`src/rtl/change_dispenser.sv`:
```
// rtl/change_dispenser.sv - greedy quarter/dime/nickel coin-return sequencer
module change_dispenser #(
    parameter int HOLD_CYCLES = 50_000_000,
    parameter int WIDTH       = 32
) (
    input  logic             clock,
    input  logic             reset,
    input  logic             start,
    input  logic [WIDTH-1:0] amount,
    input  logic             quarter_empty,
    input  logic             dime_empty,
    input  logic             nickel_empty,
    output logic [1:0]       quarter_pos,
    output logic [1:0]       dime_pos,
    output logic [1:0]       nickel_pos,
    output logic             busy,
    output logic             done,
    output logic [WIDTH-1:0] dispensed,
    output logic [WIDTH-1:0] shortfall
);

    typedef enum logic [2:0] {IDLE, SELECT, PUSH, RETRACT, DONE} state_t;
    typedef enum logic [1:0] {COIN_NONE, COIN_QUARTER, COIN_DIME, COIN_NICKEL} coin_t;

    state_t           state, state_next;
    coin_t            coin, coin_next;
    logic [WIDTH-1:0] remaining;
    logic [WIDTH-1:0] coin_value;
    logic [31:0]      hold_cnt;
    logic             hold_last;

    assign hold_last = (hold_cnt == 32'(HOLD_CYCLES - 1));

    // Cent value of the coin currently being pushed
    always_comb begin
        coin_value = '0;
        case (coin)
            COIN_QUARTER: coin_value = WIDTH'(25);
            COIN_DIME:    coin_value = WIDTH'(10);
            COIN_NICKEL:  coin_value = WIDTH'(5);
            default:      coin_value = '0;
        endcase
    end

    // Next-state logic; the greedy coin choice and tube sensing happen only in SELECT
    always_comb begin
        state_next = state;
        coin_next  = coin;
        case (state)
            IDLE: begin
                if (start) begin
                    state_next = SELECT;
                end
            end
            SELECT: begin
                if (remaining >= WIDTH'(25) && !quarter_empty) begin
                    coin_next  = COIN_QUARTER;
                    state_next = PUSH;
                end else if (remaining >= WIDTH'(10) && !dime_empty) begin
                    coin_next  = COIN_DIME;
                    state_next = PUSH;
                end else if (remaining >= WIDTH'(5) && !nickel_empty) begin
                    coin_next  = COIN_NICKEL;
                    state_next = PUSH;
                end else begin
                    coin_next  = COIN_NONE;
                    state_next = DONE;
                end
            end
            PUSH: begin
                if (hold_last) begin
                    state_next = RETRACT;
                end
            end
            RETRACT: begin
                if (hold_last) begin
                    coin_next  = COIN_NONE;
                    state_next = SELECT;
                end
            end
            DONE: begin
                state_next = IDLE;
            end
            default: begin
                coin_next  = COIN_NONE;
                state_next = IDLE;
            end
        endcase
    end

    // State and selected-coin registers
    always_ff @(posedge clock or negedge reset) begin
        if (!reset) begin
            state <= IDLE;
            coin  <= COIN_NONE;
        end else begin
            state <= state_next;
            coin  <= coin_next;
        end
    end

    // Hold counter times both the extended and the retracted phase of each coin
    always_ff @(posedge clock or negedge reset) begin
        if (!reset) begin
            hold_cnt <= '0;
        end else if ((state == PUSH || state == RETRACT) && !hold_last) begin
            hold_cnt <= hold_cnt + 32'd1;
        end else begin
            hold_cnt <= '0;
        end
    end

    // Payout bookkeeping; dispensed+remaining always equals the latched amount
    always_ff @(posedge clock or negedge reset) begin
        if (!reset) begin
            remaining <= '0;
            dispensed <= '0;
            shortfall <= '0;
        end else begin
            if (state == IDLE && start) begin
                remaining <= amount;
                dispensed <= '0;
                shortfall <= '0;
            end
            if (state == PUSH && hold_last) begin
                remaining <= remaining - coin_value;
                dispensed <= dispensed + coin_value;
            end
            if (state == SELECT && state_next == DONE) begin
                shortfall <= remaining;
            end
        end
    end

    // Servo codes decode straight from state so reset retracts every pusher at once
    assign quarter_pos = (state == PUSH && coin == COIN_QUARTER) ? 2'b01 : 2'b00;
    assign dime_pos    = (state == PUSH && coin == COIN_DIME)    ? 2'b01 : 2'b00;
    assign nickel_pos  = (state == PUSH && coin == COIN_NICKEL)  ? 2'b01 : 2'b00;
    assign busy        = (state != IDLE);
    assign done        = (state == DONE);

endmodule
```
`config.mk`:
```
export PLATFORM = sky130hd
export DESIGN_NAME = change_dispenser
export DESIGN_NICKNAME = d
export VERILOG_FILES = /design/src/rtl/change_dispenser.sv
export SDC_FILE = /design/constraint.sdc
export NUM_CORES = 1
export LEC_CHECK = 0
export CORE_MARGIN = 2
export CORE_UTILIZATION = 30
export CTS_CLUSTER_DIAMETER = 50
export DETAILED_ROUTE_END_ITERATION = 7
export HOLD_SLACK_MARGIN = 0.02
export RECOVER_POWER = 25
export REMOVE_ABC_BUFFERS = 1
export SETUP_SLACK_MARGIN = 0.2
export SLEW_MARGIN = 0
export SYNTH_ARGS = -nofsm -noshare
export SYNTH_HDL_FRONTEND = slang
export SYNTH_SLANG_ARGS = --single-unit
```
`constraint.sdc`:
```
create_clock -name clock -period 6.7 [get_ports clock]
set_input_delay 1.34 -clock clock [delete_from_list [all_inputs] [get_ports clock]]
set_output_delay 1.34 -clock clock [all_outputs]
set_load 0.005 [all_outputs]
```
# Word-level counts from Yosys, hierarchy flattened
# Cells that the tools add are included.
[word_totals]
reg_bits = 133
in_bits = 38
out_inout_bits = 72
[op_classes]
addsub = 3
magnitude_cmp = 3
n_eq_ne = 10
n_mux = 22
bitwise = 1
n_reduce_logical = 21
[op_table]
columns = ["cell", "count"]
rows = [
  ["$mux W32", 6],
  ["$add A32 B1 Y32 const B", 1],
  ["$add A32 B5 Y32", 1],
  ["$eq A32 B26 Y1 const B", 1],
  ["$ge A32 B3 Y1 const B", 1],
  ["$ge A32 B4 Y1 const B", 1],
  ["$ge A32 B5 Y1 const B", 1],
  ["$sub A32 B5 Y32", 1],
  ["$mux W3", 6],
  ["$pmux W5 S3", 1],
  ["$pmux W3 S4", 1],
  ["$logic_and A1 B1 Y1", 10],
  ["$mux W2", 4],
  ["$eq A3 B2 Y1 const B", 2],
  ["$eq A3 B3 Y1 const B", 2],
  ["$pmux W2 S3", 1],
  ["$eq A2 B2 Y1 const B", 2],
  ["$logic_not A1 Y1", 4],
  ["$reduce_bool A2 Y1", 2],
  ["$eq A3 B1 Y1 const B", 1],
  ["$logic_not A3 Y1", 1],
  ["$mux W1", 3],
  ["$reduce_bool A3 Y1", 1],
  ["$reduce_or A3 Y1", 1],
  ["other kinds (5)", 5],
]

# Longest topological paths before layout
# Gate-level depths: netlist of the first run.
[logic_depth]
depth_word = 9
ltp_mapped = 12

# Worst setup path after synthesis of the first run
# Ideal clock, no wire load.
[synth_path]
kind = "reg-to-reg"
startpoint = "register coin[1]"
endpoint = "register remaining[28]"
setup_time_ns = 0.065
arrival_time_ns = 2.765
t_required_ns = 6.635
path_slack_ns = 3.870
stages_incl_launch_ff = 13
path_buffers = 2
cell_sequence = "dfrtp_1 -> inv_1 -> ha_1 -> inv_1 -> ha_1 -> or4_1 -> buf_2 -> or4_1 -> or3_1 -> buf_2 -> nor3_2 -> mux2i_1 -> o21a_1"
[synth_between]
elab_chain_len = 4
word_cells_on_any_way = 6
cone_classes = "add/sub (1); eq/ne (3); mux (2)"
[synth_lines]
columns = ["element", "line_no", "source"]
rows = [
  ["start, declared", "26", "coin_t coin, coin_next;"],
  ["start signal, assigned", "98", "coin <= coin_next;"],
  ["$eq A2 B2 Y1 or $eq A2 B1 Y1 (tied branches)", "37", "case (coin)"],
  ["$pmux W5 S3 *", "37", ""],
  ["$sub A32 B5 Y32 *", "126", "remaining <= remaining - coin_value;"],
  ["$mux W32 *", "125", "if (state == PUSH && hold_last) begin"],
  ["end signal, assigned", "121", "remaining <= amount;"],
  ["end signal, assigned", "126", ""],
  ["end, declared", "27", "logic [WIDTH-1:0] remaining;"],
]
# Mark *: on every way between the ends. The rest lies on a longest branch, timed or not.
# A chain may end at the register's enable or synchronous reset.

# Final worst setup path of the first run
[layout_path]
startpoint = "register state[1]"
endpoint = "output quarter_pos[0]"
[layout_between]
elab_chain_len = 3
[layout_lines]
columns = ["element", "line_no", "source"]
rows = [
  ["start, declared", "25", "state_t state, state_next;"],
  ["start signal, assigned", "97", "state <= state_next;"],
  ["$eq A3 B2 Y1", "136", "assign quarter_pos = (state == PUSH && coin == COIN_QUARTER) ? 2'b01 : 2'b00;"],
  ["$logic_and A1 B1 Y1", "136", ""],
  ["$mux W1", "136", ""],
  ["end, declared", "13", "output logic [1:0] quarter_pos,"],
]
# No other way between the ends.

==> flow_summary_export.csv, run 1 <==
group,metric,value,unit
die,row_count,56,
setup_path,arrival,2.30,ns
worst_hold_path,hold_end,"dispensed[31]$_DFFE_PN0P_",
die,die_y,158,um
worst_hold_path,min_from,"dispensed[31]$_DFFE_PN0P_",
die,core_area,0.0234,mm^2
clock_network,cts_resized,0,
setup_path,critPathCaptureType,"primary output",
die,dieArea,0.0251,mm^2
power,irDropWorstVdd,0.000169,V
timing,maxSlewHeadroom,0.218,
global_route,grt-ovfl-total,0,
layout,drive_above_1_share,0.0604,
placed_design,dp_hpwl,13.3,mm
detailed_routing,top_layer,"met4",
setup_path,r2r_slack,3.17,ns
power,leakage,3.74,nW
power,p_sw_frac,0.346,
synthesis,yosys.area_share.simple,0.257,
synthesis,synth_edf_count,0,
timing,setup_viol,0,
detailed_routing,wl_met2,8.67,mm
setup_path,worst_ep_required_time,5.36,ns
power,combPwrFrac,0.318,
detailed_routing,met3_length,931,um
placed_design,post-place-cells,1181,
detailed_routing,routedWlPerCell,15.9,um
synthesis,synthFlopType,"dfrtp_1",
synthesis,synthXorXnorAreaFrac,0.0429,
clock_network,clock_latency,0.43,ns
synthesis,yosys_warnings,0,
setup_path,rr_endpoint,"shortfall[15]$_DFFE_PN0P_",
clock_network,clkSinkCount,133,
setup_path,ff2ff_path_depth,6,
power,powerDensity,376,mW/mm^2
synthesis,syn-cell-area,0.00715,mm^2
clock_network,numCtsBuffers,17,
detailed_routing,remaining_drc_errors,0,
global_route,antenna_found_initial,0,
power,clkPwrFrac,0.280,
layout,antenna-diode-count,0,
die,start_util,0.305,
clock_network,clockBufferDepth,2,
synthesis,synth_top_area_share,0.466,
synthesis,async_reset_ff_frac,1.00,
synthesis,synth_cells,791,
timing,timing.final.crit_period,3.64,ns
setup_path,reg2reg_from,"remaining[23]$_DFFE_PN0P_",
detailed_routing,via_per_inst,5.03,
clock_network,cts_root_buffer,"clkbuf_16",
power,intPower,2.23,mW
synthesis,yosysMostFrequentCell,"nand2_1",
detailed_routing,drt_first_pass_iters,4,
layout,stdcell_area,0.00908,mm^2
timing,final.setup.tns,0,ns
clock_network,cts_setup_buffers,0,
timing,tightest_slew,1.16,ns
setup_path,cp_max_fo,14,
placed_design,gp_congestion,0.749,
detailed_routing,via_count,6101,
detailed_routing,antenna_left,0,
power,seq_power_share,0.402,
synthesis,synthMuxAreaShare,0.0210,
synthesis,yosysSeqAreaShare,0.466,
timing,slew_viol_final,0,
timing,fin_ws,3.06,ns
synthesis,syn_avg_cell_area,9.04,um^2
timing,fin_skew,0.0126,ns
timing,hold_violations,0,
worst_hold_path,worstHoldPathType,"flip-flop to flip-flop",
synthesis,synth_top_family_by_area,"simple AND/OR/NAND/NOR gates",
layout,final-instance-count-excl-fill,1213,
die,die_width,158,um
timing,min_period_over_period,0.543,
global_route,grt_use_total,0.158,
clock_network,cts_tree,"done",
synthesis,synth_area_leaders,"dfrtp_1 47%, nand2_1 7.6%, o21ai_0 3.7%",
layout,fillers,2380,
timing,max_freq,275,MHz
power,p_sw,1.18,mW
setup_path,critical_path.startpoint_type,"flip-flop",
detailed_routing,wl_met1,9.42,mm
global_route,grt_pass1_vias,5796,
synthesis,synth_cell_types,66,
global_route,grt_max_degree,68,
die,io_pins,110,
clock_network,ctsHtreeMaxLevel,4,
detailed_routing,drtIter0Drc,380,
layout,finalNetCount,938,
synthesis,synth-adder-area-share,0.0354,
synthesis,synthTopCellsByCount,"145 x nand2_1, 133 x dfrtp_1, 65 x nor2_1, 53 x o21ai_0, 48 x nand3_1",
synthesis,yosys.area.top_type,"dfrtp_1",
clock_network,ctsHoldBuffers,0,
detailed_routing,drt_wl_total,19.3,mm
worst_hold_path,whs_path_depth,1,
synthesis,synth_compound_area_frac,0.141,
clock_network,cts.clk_slew.worst_paths,0.06,ns
placed_design,place_area,0.00848,mm^2
placed_design,portBuffers,106,
setup_path,worstSetupPathType,"flip-flop to primary output",
global_route,grt_pass1_wl,30.8,mm
synthesis,ys_ff_latch,133,
job,cap_violations,0,
layout,area_growth,27.0,%
placed_design,pre_cts_ws,2.85,ns
status,run_status,"complete, no violations",
timing,grt_setup_unrepaired,"false",
-- placed cells by master, fill, tap and decap left out, types with 4 or more instances in the layout --
cell	instances
clkinv_4	4
o21ai_0	53
o211ai_1	18
a21o_1	7
nor4_1	12
and2_1	7
o31ai_1	9
nand2_1	145
nor2_1	65
clkbuf_16	17
a31oi_1	4
xnor2_1	9
ha_1	17
a22oi_1	4
and4_1	4
a211oi_1	4
nor3_1	24
or4_1	7
o21a_1	8
clkdlybuf4s50_1	105
and3_1	12
a21oi_1	19
xor2_1	26
nand4_1	17
dfrtp_1	133
o311ai_0	5
inv_1	15
buf_4	8
mux2i_1	15
or3_1	7
nand3_1	48
-- layer usage --
layer / GRT usage / up-vias
met2: 0.240 / 145
met1: 0.225 / 2953
met3: 0.0378 / 14
met4: 0.0416 / 0
li1: - / 2989
met5: 0 / -
-- power groups by stage --
stage	combinational, mW	sequential, mW	clock (mW)
after global placement	1.08	1.37	0
after CTS	1.10	1.37	0.974
final	1.09	1.37	0.955
after detailed placement	1.09	1.38	0
after global routing	1.23	1.42	1.00
after floorplan	0.621	1.30	0
-- how the worst max path moves through the flow --
stage	startpoint	to	slack, ns
floorplan	start	remaining[29]$_DFFE_PN0P_	2.97
global placement	dime_empty	shortfall[6]$_DFFE_PN0P_	2.93
detailed placement	dime_empty	shortfall[15]$_DFFE_PN0P_	2.85
CTS	state[1]$_DFF_PN0_	quarter_pos[0]	3.02
global route	remaining[23]$_DFFE_PN0P_	shortfall[11]$_DFFE_PN0P_	2.77
finish	state[1]$_DFF_PN0_	quarter_pos[0]	3.06
-- metrics by stage --
step	hold WS (ns)	total power, mW	util
2_1_floorplan	0.464	1.92	-
3_3_place_gp	0.468	2.45	0.363
3_5_place_dp	0.475	2.47	0.363
4_1_cts	0.484	3.44	0.388
5_1_grt	0.517	3.65	0.388
6_report	0.476	3.41	0.388
-- area by class of cell --
class,count,area [um^2],share of cell area
Clock buffer,20,447,0.0492
Tap cell,319,399,0.0440
Clock inverter,12,155,0.0171
Inverter,15,56.3,0.00620
Multi-Input combinational cell,600,3570,0.393
Timing Repair Buffer,114,1120,0.124
Sequential cell,133,3330,0.367
-- critical path, stage by stage (launching register included) --
cell,delay (ns)
dfrtp_1,0.58
nor3b_1,0.43
buf_4,0.21
and2_1,0.12
clkdlybuf4s50_1,0.53
-- sequential cells by signal (all words and copies together) (netlist names) --
register / cells
coin: 2
shortfall: 32
hold_cnt: 32
remaining: 32
dispensed: 32
state: 3
-- cell families after synthesis --
logic type | after synthesis
compound gates | 152
xor+xnor | 35
fa+ha+maj | 19
buf+inv | 60
flops | 133
mux | 15
other cells | 1
simple gates | 376
(Power assumes the default switching activity.)
==> inputs of run 2 (changes only) <==
Clock period 6.7 ns to 3.65 ns, I/O delays scaled along.
==> run 2 against run 1 <==
  * The run now ends with max-capacitance violations, max-slew violations left
  * Sequential power grew 83%
  * Via count shrank 0.36%
  * Register-to-register slack lost 2.6 ns
  * Total power grew 89%
  * Cell count grew 0.66%
  * Non-clock buffer count grew 8
  * Critical path depth grew 6
  * Critical endpoint is now remaining[28]$_DFFE_PN0P_
  * Largest power group unchanged
==> flow_summary_export.csv, run 2 (synthesized netlist as in run 1, its figures left out) <==
group,metric,value,unit
detailed_routing,remaining_drc_errors,0,
timing,timing.final.crit_period,3.08,ns
layout,layout_commonest_cell,"nand2_1",
setup_path,critical_path.startpoint_type,"flip-flop",
setup_path,crit_chain,"inv_1 -> ha_1 -> inv_1 -> ha_1 -> or4_1 -> or4_1 -> or3_1 -> nor3_2 -> mux2i_1 -> o21a_1",
layout,drive_above_1_share,0.0665,
power,p_sw_frac,0.338,
timing,max_freq,325,MHz
timing,slew_viol_final,73,
power,combPwrFrac,0.321,
status,failed_checks,"max-capacitance violations, max-slew violations",
power,powerDensity,703,mW/mm^2
setup_path,worst_ep_required_time,4.01,ns
power,irDropWorstVdd,0.000260,V
die,start_util,0.305,
power,seq_power_share,0.389,
layout,antenna-diode-count,0,
placed_design,portBuffers,106,
detailed_routing,via_per_inst,4.98,
global_route,grt_pass1_wl,31.7,mm
timing,grt_setup_unrepaired,"false",
global_route,grt_use_total,0.162,
global_route,grt_max_degree,73,
clock_network,cts_resized,0,
layout,area_growth,28.3,%
power,intPower,4.27,mW
clock_network,clock_latency,0.43,ns
detailed_routing,drt_wl_total,19.4,mm
status,run_status,"finished, violations left",
setup_path,cp_max_fo,6,
timing,tightest_slew,1.94,ns
worst_hold_path,worstHoldPathType,"flip-flop to flip-flop",
detailed_routing,drtIter0Drc,358,
placed_design,gp_congestion,0.802,
power,p_sw,2.18,mW
global_route,antenna_found_initial,0,
die,die_y,158,um
detailed_routing,antenna_left,0,
power,leakage,3.78,nW
timing,min_period_over_period,0.843,
timing,fin_skew,0.0136,ns
detailed_routing,routedWlPerCell,15.9,um
clock_network,cts_setup_buffers,0,
setup_path,critPathCaptureType,"flip-flop",
setup_path,cp_slowest_stage_delay,0.52,ns
setup_path,arrival,3.44,ns
clock_network,clockBufferDepth,2,
timing,hold_violations,0,
setup_path,worstSetupPathType,"flip-flop to flip-flop",
placed_design,dp_hpwl,13.5,mm
die,io_pins,110,
clock_network,numCtsBuffers,17,
clock_network,ctsHtreeMaxLevel,4,
layout,finalNetCount,946,
clock_network,clkSinkCount,133,
detailed_routing,via_count,6079,
timing,final.setup.tns,0,ns
job,cap_violations,1,
clock_network,cts.clk_slew.worst_paths,0.06,ns
die,row_count,56,
layout,layout_common_cells,"145 x nand2_1, 133 x dfrtp_1, 105 x clkdlybuf4s50_1",
power,clkPwrFrac,0.289,
layout,final-instance-count-excl-fill,1221,
timing,setup_viol,0,
clock_network,cts_tree,"done",
die,die_width,158,um
clock_network,cts_root_buffer,"clkbuf_16",
die,dieArea,0.0251,mm^2
timing,maxSlewHeadroom,-0.296,
die,core_area,0.0234,mm^2
global_route,grt_pass1_vias,5822,
clock_network,ctsHoldBuffers,0,
global_route,grt-ovfl-total,0,
detailed_routing,drt_first_pass_iters,5,
placed_design,post-place-cells,1189,
setup_path,cp_slowest_cell,"or4_1",
run 2: area by class of cell:
cell class,instances,area (um^2)
tap,319,399
inverter,15,56.3
fill,2373,14200
sequential,133,3330
clock inverter,7,143
multi-input combinational,600,3580
timing repair buffer,122,1170
clock buffer,25,495
run 2: critical path: cells and delay by family, from the launching register on:
family / cells / cell delay, ns
multiplexers: 1 / 0.20
AND/OR/NAND/NOR: 4 / 1.66
flip-flops: 1 / 0.44
buffers and inverters: 2 / 0.18
AO/OA/AOI/OAI: 1 / 0.13
adder cells (fa/ha/maj): 2 / 0.41
run 2: per-stage QoR:
step,hold slack [ns],total power [mW],utilization,cell area [um^2],setup slack [ns]
final,0.482,6.45,0.392,9170,0.572
after global routing,0.511,6.90,0.392,9170,0.315
after CTS,0.355,6.49,0.392,9180,0.571
after detailed placement,0.474,4.60,0.365,8540,0.583
after global placement,0.465,4.57,0.365,8540,0.669
after floorplan,0.434,3.53,-,6950,0.345
run 2: final timing paths:
| path | depth (start not counted) | start | slack, ns | end |
|---|---|---|---|---|
| setup reg to reg | 10 | coin[1]$_DFFE_PN0P_ | 0.57 | remaining[28]$_DFFE_PN0P_ |
| setup / recovery | 10 | coin[1]$_DFFE_PN0P_ | 0.57 | remaining[28]$_DFFE_PN0P_ |
| hold reg to reg | 1 | dispensed[31]$_DFFE_PN0P_ | 0.48 | dispensed[31]$_DFFE_PN0P_ |
| max in group asynchronous | 2 | reset | 1.09 | hold_cnt[8]$_DFF_PN0_ |
| min in group asynchronous | 1 | reset | 0.82 | shortfall[17]$_DFFE_PN0P_ |
| hold / removal | 1 | dispensed[31]$_DFFE_PN0P_ | 0.48 | dispensed[31]$_DFFE_PN0P_ |
run 2: power groups by stage:
stage | logic [mW] | registers (mW) | clock network, mW
after CTS | 2.10 | 2.50 | 1.89
after global placement | 2.06 | 2.51 | 0
final | 2.07 | 2.51 | 1.87
after global routing | 2.34 | 2.60 | 1.96
after floorplan | 1.14 | 2.39 | 0
after detailed placement | 2.08 | 2.52 | 0
run 2: per-layer routing:
layer / global-route usage / vias up / wire length (um) / part of all wire
met3: 0.0354 / 16 / 897 / 0.046
met1: 0.229 / 2910 / 9640 / 0.50
li1: - / 3013 / - / -
met5: 0 / - / 0 / 0
met2: 0.245 / 140 / 8610 / 0.44
met4: 0.0528 / 0 / 278 / 0.014
==> edit (settings of run 2) <==
Change the parameter `WIDTH` from 32 to 40.
--- a/src/rtl/change_dispenser.sv
+++ b/src/rtl/change_dispenser.sv
@@ -1,7 +1,7 @@
 // rtl/change_dispenser.sv - greedy quarter/dime/nickel coin-return sequencer
 module change_dispenser #(
     parameter int HOLD_CYCLES = 50_000_000,
-    parameter int WIDTH       = 32
+    parameter int WIDTH       = 40
 ) (
     input  logic             clock,
     input  logic             reset,
Interface: changed (resized amount, dispensed and shortfall); port bits go from 110 to 134. No check against the original RTL was run, so the function may have changed too.
==> edit against run 2 <==
  * The run still ends with max-capacitance violations, max-slew violations left
  * Sequential share of layout area is 0.71 points higher
  * Area after synthesis is 16% higher
  * Power is 16% higher
  * Cell area is 16% higher
  * Sequential cell count is 24 higher
  * Wire length is 28% higher
  * Hold slack worse by 0.0024 ns
  * Count of clock-buffer cells in the layout is 6 lower
  * Worst setup slack worse by 0.0024 ns
  * Critical path depth is 1 lower
  * Sequential power is 19% higher
  * Die area is 16% higher
  * Cell count is 16% higher
  * Critical path type unchanged
==> edit: results (changes against run 2) <==
metric,value,unit,change
critPathArrivalTime,3.39,ns,-0.05 ns
routedWlPerCell,17.45,um,+9.6%
worstHoldStart,dispensed[39],,
fin_nets,1099,,+16%
intPower,4716,uW,+10%
r2r_slack,0.57,ns,
slew_viol_final,33,,-55%
gp_congestion,0.8292,,+3.4%
reg2regPathDepth,9,,-1
grt_max_degree,83,,+14%
min_period,3.081,ns,+0.002440 ns
ys_warn_count,0,,unchanged
maxCapViolations,1,,unchanged
crit_fanout,8,,+2
reg2reg_from,coin[0],,
violations,"max-capacitance violations, max-slew violations",,
irDropWorstVdd,0.3424,mV,+31%
postCtsSetupBuffers,0,,unchanged
clockRootBuffer,clkbuf_16,,
grt_pass1_wl,39450,um,+25%
grt_usage,17.42,%,+1.3 points
worstSetupPathType,reg -> reg,,
vias,7396,,+22%
cts_max_level,4,,unchanged
io_buffers,130,,+23%
crit_family,compound AO/OA/AOI/OAI gates,,
cts_resized,0,,unchanged
slowest_delay,0.49,ns,-0.03 ns
synth_top_area_share,47.25,%,+0.69 points
synth_area_leaders,"dfrtp_1 (47%), nand2_1 (7.3%), nand3_1 (3.5%)",,
skew,0.006449,ns,-0.007161 ns
slowest_stage,dfrtp_1,,
holdPathEnd,dispensed[39],,
grt_pass1_vias,7127,,+22%
ys_seq_area_share,47.25,%,+0.69 points
clk_pin_slew_worst_paths,0.07,ns,
place_ws,0.6037,ns,+0.02033 ns
drive_above_1_share,6.119,%,-0.53 points
synth_common_cells,"nand2_1 (162), dfrtp_1 (157), nor2_1 (68)",,
drtIter0Drc,611,,+71%
rr_endpoint,remaining[22],,
place_area,0.01003,mm2,+17%
hpwl,17330,um,+28%
p_leak,0.004221,uW,+12%
cts_buffers,17,,unchanged
dr.pass1.iters,5,,unchanged
clkLatencyLatePin,0.43,ns,about the same
hp-class,reg -> reg,,
reg.largest.list,"dispensed (40), remaining (40), shortfall (40)",,
synth_cell_types,60,,-9.1%
async_flop_share,100.0,%,unchanged
holdPathStages,1,,unchanged
clk_path_buf_depth,2,,unchanged
antenna_found_initial,3,,+3
worst_pin_slew,1.806,ns,-0.1381 ns
status,"complete, but fails checks",,
## edit: how the worst max path moves through the flow
stage,startpoint,end,cells after the start
final,coin[0],remaining[22],9
after floorplan,remaining[11],shortfall[10],6
after global routing,reset,dispensed[0],2
after CTS,coin[0],remaining[22],9
after global placement,coin[0],remaining[22],9
after detailed placement,coin[0],remaining[22],9
## edit: cell families after synthesis
| kind of cell | after synthesis | share of synthesized area (%) |
|---|---|---|
| buffers and inverters | 77 | 4.213 |
| DFF | 157 | 47.25 |
| AOI/OAI and AO/OA | 188 | 15.36 |
| other | 1 | 0.04510 |
| and+or+nand+nor | 418 | 24.15 |
| adders and majority gates | 19 | 3.039 |
| muxes | 17 | 2.046 |
| xor gates and xnor gates | 37 | 3.897 |
## edit: metal layers
layer	up-vias	global-route usage [%]	share of wire [%]
li1	3568	-	-
met1	3577	24.57	47
met2	216	26.23	45
met3	33	4.512	5.9
met4	2	5.203	1.6
met5	-	0	0.052
## edit: area by class of cell
type	instances	area, um2
fillers	2716	16480
diodes	2	5.005
repair buffers	151	1453
clock buffers	19	442.9
well taps	372	465.4
multi-input cells	682	4069
clock inverters	12	161.4
flip-flops and latches	157	3929
inverters	25	93.84
## edit: through the flow
| step | setup TNS, ns | std cells | hold slack [ns] |
|---|---|---|---|
| finish | 0 | 1420 | 0.4797 |
| global route | 0 | 1418 | 0.5254 |
| floorplan | -7.864 | 864 | 0.4344 |
| CTS | 0 | 1418 | 0.1738 |
| detailed placement | 0 | 1387 | 0.4715 |
| global placement | 0 | 1387 | 0.4701 |
## edit: power by group through the flow
stage,sequential (uW),combinational (uW),clock (uW)
2_1_floorplan,2850,1430,0
3_3_place_gp,2990,2590,0
3_5_place_dp,3010,2610,0
4_1_cts,2980,2630,1900
5_1_grt,3100,2920,1980
6_report,2990,2600,1860
